==> src/rtl/serial_frame_rx_multi.sv <==
// Key-gated serial frame receiver: synchronises Rabbit SCLK/SDIO/key into clk,
// decodes an address header and loads the payload into one of NUM_CH holding registers.
module serial_frame_rx_multi #(
   parameter int unsigned FRAME_BITS   = 184,
   parameter int unsigned NUM_CH       = 2,
   parameter int unsigned ADDR_BITS    = 1,
   parameter int unsigned TIMEOUT_CLKS = 4096
) (
   input  logic                         clk,
   input  logic                         reset_n,
   input  logic                         sclk_in,
   input  logic                         sdio_in,
   input  logic                         init_key_flag,
   output logic [NUM_CH*FRAME_BITS-1:0] data_out,
   output logic [NUM_CH-1:0]            ch_valid,
   output logic                         frame_err,
   output logic                         overrun,
   output logic                         busy
);

   localparam int unsigned TOTAL_BITS = ADDR_BITS + FRAME_BITS;
   localparam int unsigned CNT_W      = $clog2(TOTAL_BITS + 1);
   localparam int unsigned TO_W       = $clog2(TIMEOUT_CLKS + 1);

   typedef enum logic [1:0] {S_IDLE, S_SHIFT, S_HOLD} state_t;

   state_t                         r_state;
   logic                           r_sclk_meta, r_sclk_sync, r_sclk_prev;
   logic                           r_sdio_meta, r_sdio_sync;
   logic                           r_key_meta, r_key_sync, r_key_prev;
   logic [CNT_W-1:0]               r_cnt;
   logic [TO_W-1:0]                r_to_cnt;
   logic [TOTAL_BITS-1:0]          r_shift;
   logic [NUM_CH*FRAME_BITS-1:0]   r_data;
   logic [NUM_CH-1:0]              r_ch_valid;
   logic                           r_frame_err;
   logic                           r_overrun;
   logic                           r_busy;

   logic                           w_sclk_rise;
   logic                           w_key_fall;
   logic [ADDR_BITS-1:0]           w_addr;
   logic [FRAME_BITS-1:0]          w_payload;
   logic [NUM_CH-1:0]              w_hit;

   // Key sync resets low so a key already held low across reset is not seen as a new frame.
   always_ff @(posedge clk or negedge reset_n) begin
      if (!reset_n) begin
         r_sclk_meta <= 1'b0;
         r_sclk_sync <= 1'b0;
         r_sclk_prev <= 1'b0;
         r_sdio_meta <= 1'b0;
         r_sdio_sync <= 1'b0;
         r_key_meta  <= 1'b0;
         r_key_sync  <= 1'b0;
         r_key_prev  <= 1'b0;
      end else begin
         r_sclk_meta <= sclk_in;
         r_sclk_sync <= r_sclk_meta;
         r_sclk_prev <= r_sclk_sync;
         r_sdio_meta <= sdio_in;
         r_sdio_sync <= r_sdio_meta;
         r_key_meta  <= init_key_flag;
         r_key_sync  <= r_key_meta;
         r_key_prev  <= r_key_sync;
      end
   end

   assign w_sclk_rise = r_sclk_sync & ~r_sclk_prev;
   assign w_key_fall  = ~r_key_sync & r_key_prev;
   assign w_addr      = r_shift[TOTAL_BITS-1 -: ADDR_BITS];
   assign w_payload   = r_shift[FRAME_BITS-1:0];

   always_comb begin
      w_hit = '0;
      for (int c = 0; c < NUM_CH; c++) begin
         w_hit[c] = (w_addr == ADDR_BITS'(c));
      end
   end

   // Frame FSM; completion is checked before key/timeout so a last bit coincident with key rise still lands.
   always_ff @(posedge clk or negedge reset_n) begin
      if (!reset_n) begin
         r_state     <= S_IDLE;
         r_cnt       <= '0;
         r_to_cnt    <= '0;
         r_shift     <= '0;
         r_data      <= '0;
         r_ch_valid  <= '0;
         r_frame_err <= 1'b0;
         r_overrun   <= 1'b0;
         r_busy      <= 1'b0;
      end else begin
         r_ch_valid  <= '0;
         r_frame_err <= 1'b0;
         case (r_state)
            S_IDLE: begin
               r_cnt <= '0;
               if (w_key_fall) begin
                  r_state   <= S_SHIFT;
                  r_busy    <= 1'b1;
                  r_overrun <= 1'b0;
                  r_to_cnt  <= '0;
               end
            end
            S_SHIFT: begin
               if (r_cnt == CNT_W'(TOTAL_BITS)) begin
                  r_state <= S_HOLD;
                  r_busy  <= 1'b0;
                  if (w_sclk_rise) r_overrun <= 1'b1;
                  if (|w_hit) begin
                     r_ch_valid <= w_hit;
                     for (int c = 0; c < NUM_CH; c++) begin
                        if (w_hit[c]) r_data[c*FRAME_BITS +: FRAME_BITS] <= w_payload;
                     end
                  end else begin
                     r_frame_err <= 1'b1;
                  end
               end else if (w_sclk_rise) begin
                  r_shift  <= {r_shift[TOTAL_BITS-2:0], r_sdio_sync};
                  r_cnt    <= r_cnt + CNT_W'(1);
                  r_to_cnt <= '0;
               end else if (r_key_sync || (r_to_cnt == TO_W'(TIMEOUT_CLKS - 1))) begin
                  r_state     <= S_IDLE;
                  r_busy      <= 1'b0;
                  r_frame_err <= 1'b1;
               end else begin
                  r_to_cnt <= r_to_cnt + TO_W'(1);
               end
            end
            S_HOLD: begin
               if (w_sclk_rise) r_overrun <= 1'b1;
               if (r_key_sync)  r_state   <= S_IDLE;
            end
            default: begin
               r_state <= S_IDLE;
               r_busy  <= 1'b0;
            end
         endcase
      end
   end

   assign data_out  = r_data;
   assign ch_valid  = r_ch_valid;
   assign frame_err = r_frame_err;
   assign overrun   = r_overrun;
   assign busy      = r_busy;

endmodule
==> config.mk <==
export PLATFORM = sky130hd
export DESIGN_NAME = serial_frame_rx_multi
export DESIGN_NICKNAME = d
export VERILOG_FILES = /design/src/rtl/serial_frame_rx_multi.sv
export SDC_FILE = /design/constraint.sdc
export NUM_CORES = 1
export LEC_CHECK = 0
export CAP_MARGIN = 10
export CORE_ASPECT_RATIO = 0.5
export CORE_MARGIN = 2
export CORE_UTILIZATION = 50
export CTS_BUF_LIST = sky130_fd_sc_hd__clkbuf_16
export DETAILED_ROUTE_END_ITERATION = 8
export GPL_ROUTABILITY_DRIVEN = 0
export HOLD_SLACK_MARGIN = 0.06
export MAX_ROUTING_LAYER = met4
export PLACE_DENSITY = 0.75
export SLEW_MARGIN = 30
export SYNTH_ARGS = -nofsm -noshare
export SYNTH_HDL_FRONTEND = slang
export SYNTH_SLANG_ARGS = --single-unit
==> constraint.sdc <==
create_clock -name clk -period 2.78 [get_ports clk]
set_input_delay 0.278 -clock clk [delete_from_list [all_inputs] [get_ports clk]]
set_output_delay 0.278 -clock clk [all_outputs]
set_load 0.005 [all_outputs]
# == After elaboration in Yosys (flattened, before gate mapping) ==
# Cells that the tools add are included.
# word_totals
inputBits,5
wordCells,80
out_inout_bits,373
mem_bits_rw,0
latch_bits,0
mem_count,0
reg_bits,589
mem_bits_ro,0
# op_classes
mul,0
reduce_logical,12
shift,0
addsub,2
eq_ne,12
magnitude_cmp,0
mux,29
n_div,0
bitwise,7
# op_table
op,count
13-bit two-way mux,4
13-bit one-hot mux with 2 select lines,1
8-bit two-way mux,2
8-bit one-hot mux with 2 select lines,1
3-bit AND reduction,5
2-bit two-way mux,7
"13-bit by 1-bit adder with 13-bit output, second input constant",1
"13-bit by 12-bit equality test with 1-bit output, second input constant",1
4-bit AND reduction,3
1-bit two-way mux,11
"2-bit inequality test, second input constant",5
"3-bit inequality test, second input constant",3
"8-bit by 1-bit adder with 8-bit output, second input constant",1
"8-bit equality test, second input constant",1
1-bit one-hot mux with 3 select lines,2
2-bit one-hot mux with 3 select lines,1
1-bit NOT,5
3-bit nonzero test,1
1-bit AND,2
"2-bit by 1-bit equality test with 1-bit output, second input constant",1
"2-bit equality test, second input constant",1
2-bit logical NOT,1
2-bit nonzero test,1
1-bit logical OR,1

# == Logic depth before layout (Yosys ltp) ==
# depth
depth_word,6
mapped_depth,10
mapped_depth_nobuf,7

# == Worst setup path before layout ==
# No wires, ideal clock.
# synth_timing
kind,reg2reg
from,register r_state[1]
to,register r_data[207] (netlist: data_out[207])
arrival_time_ns,1.809
setup_ns,0.125
path_buffers,3
required_time_ns,2.655
synth_period_minus_slack_ns,1.934
stages_incl_launch_ff,10
path_slack_ns,0.846
cell_sequence,dfrtp_1 > inv_1 > ha_1 > buf_6 > and4_1 > nand2_1 > nor2_1 > buf_2 > buf_2 > mux2_2
# synth_via
elab_chain_cells,2
# synth_rtl
item,line,rtl
start: declaration,27,state_t r_state;
start signal: assignment,84,r_state <= S_IDLE;
start signal: assignment,100,r_state <= S_SHIFT;
start signal: assignment,108,r_state <= S_HOLD;
2-bit by 1-bit equality test with 1-bit output,96,case (r_state)
3-bit AND reduction (no line),n/a,
end signal: indexed assignment,114,if (w_hit[c]) r_data[c*FRAME_BITS +: FRAME_BITS] <= w_payload;
end: declaration,34,logic [NUM_CH*FRAME_BITS-1:0] r_data;
# Every way passes these cells.
# A chain may end at the register's enable or synchronous reset.

# == Worst setup path after layout ==
# layout_timing
from,register r_state[1]
to,register r_data[154] (netlist: data_out[154])
# The elaborated chain is that of the path after synthesis.

==> results.cfg <==
[die]
io_pins = 378
dieArea_mm2 = 0.0464
die_h_um = 153
core_mm2 = 0.0438
die_x_um = 303
fp-row-count = 54
initial_core_util_pct = 50.9

[worst_hold_path]
min_to = r_key_meta
whs_path_depth = 1
hp-start = init_key_flag
hp-class = input pin to flip-flop

[critical_path]
ff2ff_setup_slack_ps = 340
startpoint_type = flip-flop
path_max_fanout = 20
rr_startpoint = r_state[1]
crit_required_ps = 3230
end_kind = flip-flop
reg2reg_depth = 7
crit_arrival_ps = 2880
path_class = flip-flop to flip-flop
regToRegEndpoint = data_out[154]

[cts]
numCtsBuffers = 51
cts.clk_slew.worst_paths_ps = 60
clock-sinks = 589
cts_tree = built
cts.htree.levels = 2
post_cts_resized = 0
cts_root_buf = clkbuf_16
cts_max_path_buffers = 3
clock_latency_ps = 570

[timing]
finalCriticalPeriod_ps = 2440
clock_skew_ps = 10.3
whs_ps = 167
rsz0062_at_grt = false
setup-violations-final = 0
worst_slew_pin_slew_ps = 578
slew_headroom_pct = 61.4
finalHoldViolCount = 0
setup_tns_ps = 0
fmax_mhz = 411
slew_viol_final = 0
fin_crit_sh_pct = 87.6

[global_route]
grt_max_degree = 108
grt_pass1_wl_um = 81100
antenna_found_initial = 0
track_usage_pct = 22.5
grt_pass1_vias = 14300
grt-ovfl-total = 0

[logic_synthesis]
syn_nets = 1742
synth_area_leaders = dfrtp_1, mux2_2, nand2_1, buf_2, o21ai_0
netlist_instances = 1731
post-synth-top-area-fraction_pct = 66.1
ys_types = 49
seq_area_frac_synth_pct = 66.1
synth_largest_area_cell = dfrtp_1
avgSynthCellArea_um2 = 12.9
syn-cell-area_mm2 = 0.0223
synth_seq_cells = 589
ys.warnings.count = 0

[finish]
fin_nets = 2125
final_cell_mix = dfrtp_1, nand2_1, clkdlybuf4s50_1, mux2_2, clkbuf_16
stdcell_count = 2743
final_layout_size_suffix_gt1_share_pct = 23.0
diodes = 0
final_area_mm2 = 0.0286
area_growth_syn_to_layout_pct = 28.2
final_common_cell = dfrtp_1

[outcome]
outcome = finished clean

[place]
port_buffers = 377
hpwl_um = 33400
dpl_cell_area_mm2 = 0.0269
placed_cells = 2648

[power]
p_sw_uw = 4030
irDropWorstVdd_mv = 0.393
p_comb_share_pct = 6.3
pwr_density_cell_mw_per_mm2 = 593
p_int_uw = 12900
total_power_uw = 16900
switching_share_pct = 23.8
p_clk_share_pct = 41.7
seqPwrFrac_pct = 52.0
power_leakage_uw = 0.0143

[routing]
vias = 13900
ant_nets = 0
drc = 0
via_per_inst = 5.07
wl_per_cell_um = 18.3
firstDrtPassIters = 4
routed_wl_um = 50200
drt_iter0_drc = 768

[job]
drv_cap = 0
## worst max-delay path, cell delays in order, from the launching register on
cell and delay [ps]:
dfrtp_1 380, inv_1 100, ha_1 360, and4_1 230
nand2_1 140, nor2_4 360, buf_4 360, mux2_2 380
## timing repair
| item | in CTS | in global routing |
|---|---|---|
| hold buffers | 1 | 0 |
| hold endpoints to repair | 158 | 0 |
| buffers inserted | 0 | 0 |
## kinds of logic (layout without fill, tap and decap cells)
group / after synthesis / in the layout / share of synthesized area [%]
AND/OR/NAND/NOR: 626 / 626 / 11.0
flip-flops: 589 / 589 / 66.1
multiplexers: 371 / 371 / 18.7
buffers and inverters: 95 / 519 / 2.18
AO/OA/AOI/OAI: 40 / 40 / 1.46
adder cells (fa/ha/maj): 6 / 6 / 0.337
XOR/XNOR: 4 / 4 / 0.157
## cell usage after synthesis, drive strengths merged
library cell and n:
or2 2, o41a 1, nor3 4, a211o 1, o21ai 19, a211oi 2, nand2b 2, ha 6
and2 2, buf 69, a21oi 3, nor2 18, or4bb 1, o31a 2, o32ai 1, dfrtp 589
mux2i 2, o2111ai 2, a21o 2, mux2 369, or4 1, and4bb 1, nand2 565, o21a 1
o31ai 1, a41oi 1, nand3 16, nand4 9, o22a 1, o211ai 2, and4 2, nor2b 1
inv 10, a221oi 1, or3 1, xnor2 2, xor2 2, and3 1, clkbuf 16
## power groups by stage
stage	Sequential [uW]	Clock, uW	Combinational, uW
finish	8800	7060	1070
global route	8810	7600	1210
CTS	8800	7230	1100
detailed placement	8960	0	1090
global placement	8960	0	1070
floorplan	8920	0	636
## routing by layer
layer | global-route usage (%) | share of wire (%)
met1 | 28.2 | 42
met2 | 37.9 | 52
met3 | 3.74 | 3.6
met4 | 6.62 | 3.0
met5 | - | 0
## worst max-delay path by stage
stage | to | from | cells past startpoint | slack, ps
global route | data_out[169] | r_state[1] | 7 | 200
CTS | data_out[154] | r_state[1] | 7 | 300
finish | data_out[154] | r_state[1] | 7 | 340
global placement | data_out[158] | r_state[1] | 7 | 380
detailed placement | data_out[175] | r_state[1] | 7 | 330
floorplan | data_out[207] | r_state[1] | 9 | 850
## per-stage QoR
step,utilization (%),setup slack (ps)
finish,65.3,344
global route,65.3,195
CTS,65.3,305
detailed placement,61.5,326
global placement,61.5,384
floorplan,-,846
## area by class of cell
cell class,instances,area [um2]
Clock buffer,53,1330
Clock inverter,41,319
Fill cell,3315,15200
Inverter,10,37.5
Multi-Input combinational cell,1047,7110
Sequential cell,589,14700
Tap cell,588,736
Timing Repair Buffer,415,4320
## registers in the layout, summed over array words and instances, names as in the netlist, 2 cells and up
signal,cells
ch_valid,2
r_to_cnt,13
r_state,2
r_cnt,8
r_shift,185
data_out,368
(Power assumes the default switching activity.)
